===== src/rtl/jkreg_bank_p.sv =====
// -----------------------------------------------------------------------------
// jkreg_bank_p
//
// Purpose:
//   N-bit multi-mode JK register bank. It can hold, update each bit as a JK
//   flip-flop, load in parallel, or count up in binary. A full-width scan
//   chain shifts from SCANIN into Q[0] and out of Q[N-1]. TC flags the cycle
//   before an up-count wraps from all ones to zero.
//
// Optional feature (compile-time macro JKREG_SHADOW_EN):
//   When the macro is defined, the CAPTURE input and the SHADOW output are
//   added. SHADOW holds a copy of Q as it was before the capturing edge.
//   When the macro is not defined, neither port nor any shadow flop exists.
//
// Parameters:
//   N       register width in bits (1..128)
//   RSTVAL  value forced onto Q while RST is high
//
// Ports:
//   CLK      in   rising-edge clock
//   RST      in   asynchronous reset, active-high
//   EN       in   functional update enable (scan is not affected)
//   MODE     in   00 hold, 01 JK, 10 load, 11 count
//   J, K     in   per-bit JK controls (MODE 01)
//   D        in   parallel load data (MODE 10)
//   TEST     in   scan mode, overrides EN/MODE
//   SCANIN   in   serial scan input into Q[0]
//   Q        out  register state
//   SCANOUT  out  Q[N-1]
//   TC       out  terminal count (count mode, enabled, Q all ones)
//   CAPTURE  in   shadow capture strobe (JKREG_SHADOW_EN only)
//   SHADOW   out  shadow copy of Q (JKREG_SHADOW_EN only)
// -----------------------------------------------------------------------------
module jkreg_bank_p #(
  parameter int            N      = 8,
  parameter logic [N-1:0]  RSTVAL = '0
) (
  input  logic         CLK,
  input  logic         RST,
  input  logic         EN,
  input  logic [1:0]   MODE,
  input  logic [N-1:0] J,
  input  logic [N-1:0] K,
  input  logic [N-1:0] D,
  input  logic         TEST,
  input  logic         SCANIN,
  output logic [N-1:0] Q,
  output logic         SCANOUT,
  output logic         TC
`ifdef JKREG_SHADOW_EN
  ,
  input  logic         CAPTURE,
  output logic [N-1:0] SHADOW
`endif
);

  typedef enum logic [1:0] {
    MODE_HOLD  = 2'b00,
    MODE_JK    = 2'b01,
    MODE_LOAD  = 2'b10,
    MODE_COUNT = 2'b11
  } mode_t;

  mode_t        mode_sel;
  logic [N-1:0] q_reg;
  logic [N-1:0] q_next;
  logic [N-1:0] q_shift;

  assign mode_sel = mode_t'(MODE);

  // The scan shift is built in a generate branch so that a 1-bit register
  // never elaborates the empty slice q_reg[N-2:0].
  generate
    if (N == 1) begin : g_shift_one
      assign q_shift = SCANIN;
    end else begin : g_shift_wide
      assign q_shift = {q_reg[N-2:0], SCANIN};
    end
  endgenerate

  // Next-state selection in priority order: scan, enable, then mode.
  // The JK expression gives hold/set/clear/toggle per bit:
  // a bit is 1 next if it is 1 and not cleared, or it is 0 and set.
  always_comb begin
    q_next = q_reg;
    if (TEST) begin
      q_next = q_shift;
    end else if (EN) begin
      unique case (mode_sel)
        MODE_HOLD:  q_next = q_reg;
        MODE_JK:    q_next = (q_reg & ~K) | (~q_reg & J);
        MODE_LOAD:  q_next = D;
        MODE_COUNT: q_next = q_reg + N'(1);
        default:    q_next = q_reg;
      endcase
    end
  end

  // State register; reset overrides everything, including the clock.
  always_ff @(posedge CLK or posedge RST) begin
    if (RST) begin
      q_reg <= RSTVAL;
    end else begin
      q_reg <= q_next;
    end
  end

  assign Q       = q_reg;
  assign SCANOUT = q_reg[N-1];

  // TC is only meaningful while the register is actually counting, so it
  // is gated by the same controls that select the count path.
  assign TC = (mode_sel == MODE_COUNT) & EN & ~TEST & (&q_reg);

`ifdef JKREG_SHADOW_EN
  // Shadow copy samples Q before this edge's update, so a capture taken
  // while counting records the value that was about to be replaced.
  // Scan mode does not block the capture.
  always_ff @(posedge CLK or posedge RST) begin
    if (RST) begin
      SHADOW <= '0;
    end else if (CAPTURE) begin
      SHADOW <= q_reg;
    end
  end
`endif

endmodule


===== config.mk =====
export PLATFORM = sky130hd
export DESIGN_NAME = jkreg_bank_p
export DESIGN_NICKNAME = d
export VERILOG_FILES = /design/src/rtl/jkreg_bank_p.sv
export SDC_FILE = /design/constraint.sdc
export NUM_CORES = 1
export LEC_CHECK = 0
export CAP_MARGIN = 5
export CORE_UTILIZATION = 40
export CTS_CLUSTER_SIZE = 16
export DETAILED_ROUTE_END_ITERATION = 8
export PLACE_DENSITY = 0.85
export SLEW_MARGIN = 10
export SYNTH_ARGS = -nofsm -noshare
export SYNTH_HDL_FRONTEND = slang
export SYNTH_SLANG_ARGS = --single-unit

===== constraint.sdc =====
create_clock -name CLK -period 2.25 [get_ports CLK]
set_input_delay 0.45 -clock CLK [delete_from_list [all_inputs] [get_ports CLK]]
set_output_delay 0.45 -clock CLK [all_outputs]
set_load 0.01 [all_outputs]

== After elaboration in Yosys (flattened, before gate mapping) ==
Cells that the tools add are included.

* Reduce and logical (&&, ||, !) cells: 4
* Equal/unequal tests: 4
* Mux-type cells: 3
* $add $sub $neg: 1
* Bitwise logic cells: 9

{| class="wikitable"
|+ Operators with widths
! operator !! number
|-
| case mux 8 bit (3 select lines) || 1
|-
| AND 8 bit || 2
|-
| two-way mux 8 bit || 2
|-
| inverter 8 bit || 2
|-
| adder 8 x 1 -> 8 bit (second input constant) || 1
|-
| OR 8 bit || 1
|-
| AND reduction 8 bit || 1
|-
| equality test 2 bit (second input constant) || 2
|-
| AND 1 bit || 3
|-
| equality test 2 x 1 -> 1 bit (second input constant) || 1
|-
| zero test 2 bit || 1
|-
| inequality test 2 bit (second input constant) || 1
|-
| AND reduction 2 bit || 1
|-
| nonzero test 2 bit || 1
|-
| inverter 1 bit || 1
|}

* Input port bits: 31
* Word-level logic and storage cells: 22
* Flip-flop bits (word level): 8
* Output and inout port bits: 10

== Logic depth before layout (Yosys ltp) ==
* Depth in word-level cells: 6
* Mapped depth: 6
* Depth with buffers taken out: 5

== Worst setup path before layout ==
No wires, ideal clock.

* Path kind: register to output
* Start point: reg q_reg[1] (netlist: Q[1])
* End point: out TC
* Cell stages (with the launch flop): 4
* Buffers on the path: 0
* Required time: 1800 ps
* Slack: 518 ps
* Arrival time: 1282 ps
* Path through: dfrtp_1 -> ha_1 -> nand4_4 -> nor4_1

* Word-level cells in the longest chain between the ends: 2

{| class="wikitable"
|+ RTL lines
! what !! line !! RTL
|-
| from (decl) || 65 || <nowiki>logic [N-1:0] q_reg;</nowiki>
|-
| from (signal assigned) || 104 || <nowiki>q_reg <= q_next;</nowiki>
|-
| AND reduction 8 bit || 113 || <nowiki>assign TC = (mode_sel == MODE_COUNT) & EN & ~TEST & (&q_reg);</nowiki>
|-
| AND 1 bit || 113 ||
|-
| to (decl) || 49 || <nowiki>output logic TC</nowiki>
|}

Every way passes these cells.

== Worst setup path after layout ==
* Start point: in TEST
* End point: out TC

* Word-level cells in the longest chain between the ends: 3

{| class="wikitable"
|+ RTL lines
! what !! line !! RTL
|-
| from (decl) || 45 || <nowiki>input logic TEST,</nowiki>
|-
| inverter 1 bit || 113 ||
|-
| AND 1 bit (2 in a row) || 113 ||
|}

Every way passes these cells.

==> out/qor.txt <==
========================================================================================
Result of the run                                                           finished, final reports clean
Post-synthesis compound-gate area fraction                                         0.257
Wire length per cell after detailed routing                                      13.9 um
Area growth from synthesis to layout                                               56.3%
Crit Reg-Reg Startpoint                                                             Q[0]
Cells along the critical path                                               clkdlybuf4s50_1 > nand2b_1 > nor4_1 > dlygate4sd2_1
Power density normalized to cell area                                         514 nW/um2
Actual transition at the worst max-transition pin                                 363 ps
Largest vdd supply drop                                                       0.000338 V
Worst r2r path cells                                                                   5
Setup slack of the worst register-to-register path                                620 ps
Fin crit share                                                                     0.923
Share of layout cells above drive strength 1                                       0.126
Post-Route Hold Slack                                                             452 ps
Cts-stage hold buffer count                                                            0
Primary flip-flop cell chosen by synthesis mapping                          sky130_fd_sc_hd__dfrtp_1
Area of the die                                                                 2320 um2
Crit path max fanout                                                                   2
Layout filler cell count                                                             155
Maximum clock skew at final layout                                               5.62 ps
Clock-pin slew on the worst setup and hold paths                                   60 ps
Syn Nets                                                                             137
Total half-perimeter wirelength after legalization and detailed placement        1960 um
Chip width                                                                       48.1 um
Routability-driven placement congestion ratio                                      0.880
Initial core utilization                                                           0.429
Hold Vio Cnt, Final                                                                    0
Data arrival time of the worst path                                              1630 ps
Multiplexer share of the synthesized area                                         0.0588
Adder-cell share of the synthesized area                                          0.0147
First-pass GRT wire length                                                       3970 um
Post-layout min period                                                           2080 ps
Num ports                                                                             41
Deepest level of the CTS H-tree                                                        1
Worst Path Required                                                              1800 ps
Xor/xnor share of the synthesized area                                            0.0412
Unrepaired setup endpoints after global routing                                       no
Family of cells with the greatest summed delay on the critical path         buffers and inverters
Core region area                                                                1980 um2
Kind of start point of the critical path                                    primary input
Clock tree from TritonCTS                                                          built
Initial DRT Pass Iterations                                                            4
Diodes inserted                                                                        0
Number of rows created at floorplan                                                   16
Vias per cell                                                                       5.53
Final Power                                                                       684 uW
Clock sink count                                                                       8
Number of nets with antenna violations after routing                                   0
Combinational family with the most area after synthesis                     simple AND/OR/NAND/NOR gates
Simple-Gate Fraction of Synth Area                                                 0.284
Initial drt markers                                                                   31
Post-detailed-routing wire length                                                2480 um
Library cell contributing the largest single delay on the critical path     sky130_fd_sc_hd__clkdlybuf4s50_1
GRT overflow                                                                           0
Leak Pwr                                                                     0.000546 uW
Max_slew headroom                                                                  0.752
Post-synth ARST share                                                               1.00
Number of flops mapped to enable cells by yosys                                        0
Buf/Inv on CP                                                                          2
Vias in the first global route                                                       933
Count of final setup violators                                                         0
Yosys Warn Count                                                                       0
Maximum number of pins on one net before global-route repair                          15
Number of buffers between clock root and the deepest sink                              2
End of the worst register-to-register path                                          Q[6]
Max-cap check violation count                                                          0
Fin. max-slew vios                                                                     0
Setup Buffers After CTS                                                                0
Clock Latency Late Sink                                                           260 ps
Portion of the post-synthesis area used by sequential elements                     0.235
Peak Freq                                                                        482 MHz
Count of vias placed by the detailed router                                          985
CP peak stage delay                                                               430 ps
Final routed DRC violation total                                                       0
Number of CTS-inserted buffers                                                         3
Root buf cell                                                               sky130_fd_sc_hd__clkbuf_4
Post-Syn Area                                                                    851 um2
Hold WC Path Type                                                               in2async
Synthesis-stage register bit count                                                     8
Total global routing track utilization                                             0.249
Post-CTS sizing                                                                        1
Die Height                                                                       48.1 um
Library cells used by synthesis                                                       38
Mean cell area of the mapped netlist                                            8.10 um2
Total of buffers placed on input and output ports                                     40
Count of mapped cells out of synthesis                                               105
Antenna violations before repair                                                       0
Category of the most critical setup path                                          in2out
Post-layout net count                                                                185
Number of flip-flops in the largest register                                           8
Endpoint type of the worst setup path                                         output pin
========================================================================================
==> worst reg2reg max path, stage by stage (launching register included) <==
cell and delay (ps):
sky130_fd_sc_hd__dfrtp_1 350, sky130_fd_sc_hd__ha_1 260, sky130_fd_sc_hd__nand4_4 140, sky130_fd_sc_hd__or3b_1 370, sky130_fd_sc_hd__a311o_1 360, sky130_fd_sc_hd__o211ai_2 60
==> how the worst max path moves through the flow <==
stage               startpoint  to  slack (ps)  cells after the start
detailed placement        TEST  TC        -150                      4
floorplan                 Q[1]  TC         520                      3
finish                    TEST  TC         170                      4
global route           MODE[0]  TC          20                      4
CTS                       TEST  TC         150                      4
global placement          TEST  TC         -90                      4
==> cell families (layout without fill, tap and decap cells) <==
| group | count (synthesis) | count (layout) |
|---|---|---|
| AO/OA/AOI/OAI | 30 | 30 |
| buffers and inverters | 16 | 62 |
| adder cells (fa/ha/maj) | 1 | 1 |
| XOR/XNOR | 4 | 4 |
| multiplexers | 5 | 5 |
| AND/OR/NAND/NOR | 41 | 41 |
| flip-flops | 8 | 8 |
==> metal layers <==
metal / vias up / GRT usage / routed length (um)
li1: 471 / - / -
met3: 7 / 0.0185 / 139
met2: 50 / 0.441 / 1240
met4: 0 / 0.128 / 56
met1: 457 / 0.300 / 1050
met5: - / 0 / 0
==> synth_stat cells (2+ instances only) <==
cell type,count,area [um2]
sky130_fd_sc_hd__nor2b_1,5,31.3
sky130_fd_sc_hd__nand2b_1,7,43.8
sky130_fd_sc_hd__nor3_1,4,20.0
sky130_fd_sc_hd__nor2_1,3,11.3
sky130_fd_sc_hd__a21oi_1,5,25.0
sky130_fd_sc_hd__xor2_1,2,17.5
sky130_fd_sc_hd__o21ai_0,8,40.0
sky130_fd_sc_hd__xnor2_1,2,17.5
sky130_fd_sc_hd__mux2i_1,5,50.1
sky130_fd_sc_hd__nand2_1,7,26.3
sky130_fd_sc_hd__buf_2,2,10.0
sky130_fd_sc_hd__dfrtp_1,8,200
sky130_fd_sc_hd__o211ai_1,2,15.0
sky130_fd_sc_hd__a22oi_1,2,15.0
sky130_fd_sc_hd__inv_1,7,26.3
sky130_fd_sc_hd__buf_4,4,30.0
sky130_fd_sc_hd__a221o_1,2,20.0
sky130_fd_sc_hd__nand3_1,5,25.0
sky130_fd_sc_hd__a211oi_1,3,22.5
sky130_fd_sc_hd__buf_6,2,22.5
sky130_fd_sc_hd__and2_1,2,12.5
sky130_fd_sc_hd__and2b_1,2,15.0
==> metrics by stage <==
step           worst slack, ps  area [um2]   util  TNS, ps  instances
2_1_floorplan              518         851      -        0        105
3_3_place_gp             -88.4        1310  0.660    -88.4        175
3_5_place_dp              -149        1310  0.660     -149        175
4_1_cts                    154        1330  0.671        0        178
5_1_grt                   20.2        1330  0.671        0        178
6_report                   174        1330  0.671        0        178
==> final cells by class <==
type	count	area (um2)	share of cell area
Multi-Input combinational cell	81	558	0.420
Inverter	7	26.3	0.0198
Sequential cell	8	200	0.151
Tap cell	27	33.8	0.0254
Clock buffer	3	22.5	0.0169
Timing Repair Buffer	52	489	0.368
==> report_power, final <==
part           total, uW  internal, uW  switching, uW  leakage [uW]
Clock                113          61.3           52.2     0.0000138
Combinational        360           207            153      0.000437
Sequential           211           171           39.4     0.0000959
Total                684           440            244      0.000546
==> layout by cell type (no fill, tap or decap), drive strengths merged, types with 3 or more instances in the layout <==
| master | Yosys | routed |
|---|---|---|
| a211oi | 3 | 3 |
| a21oi | 5 | 5 |
| buf | 8 | 12 |
| clkbuf | 1 | 3 |
| clkdlybuf4s50 | 0 | 39 |
| dfrtp | 8 | 8 |
| inv | 7 | 7 |
| mux2i | 5 | 5 |
| nand2 | 8 | 8 |
| nand2b | 7 | 7 |
| nand3 | 5 | 5 |
| nor2 | 3 | 3 |
| nor2b | 5 | 5 |
| nor3 | 4 | 4 |
| o211ai | 3 | 3 |
| o21ai | 8 | 8 |
(Power assumes the default switching activity.)
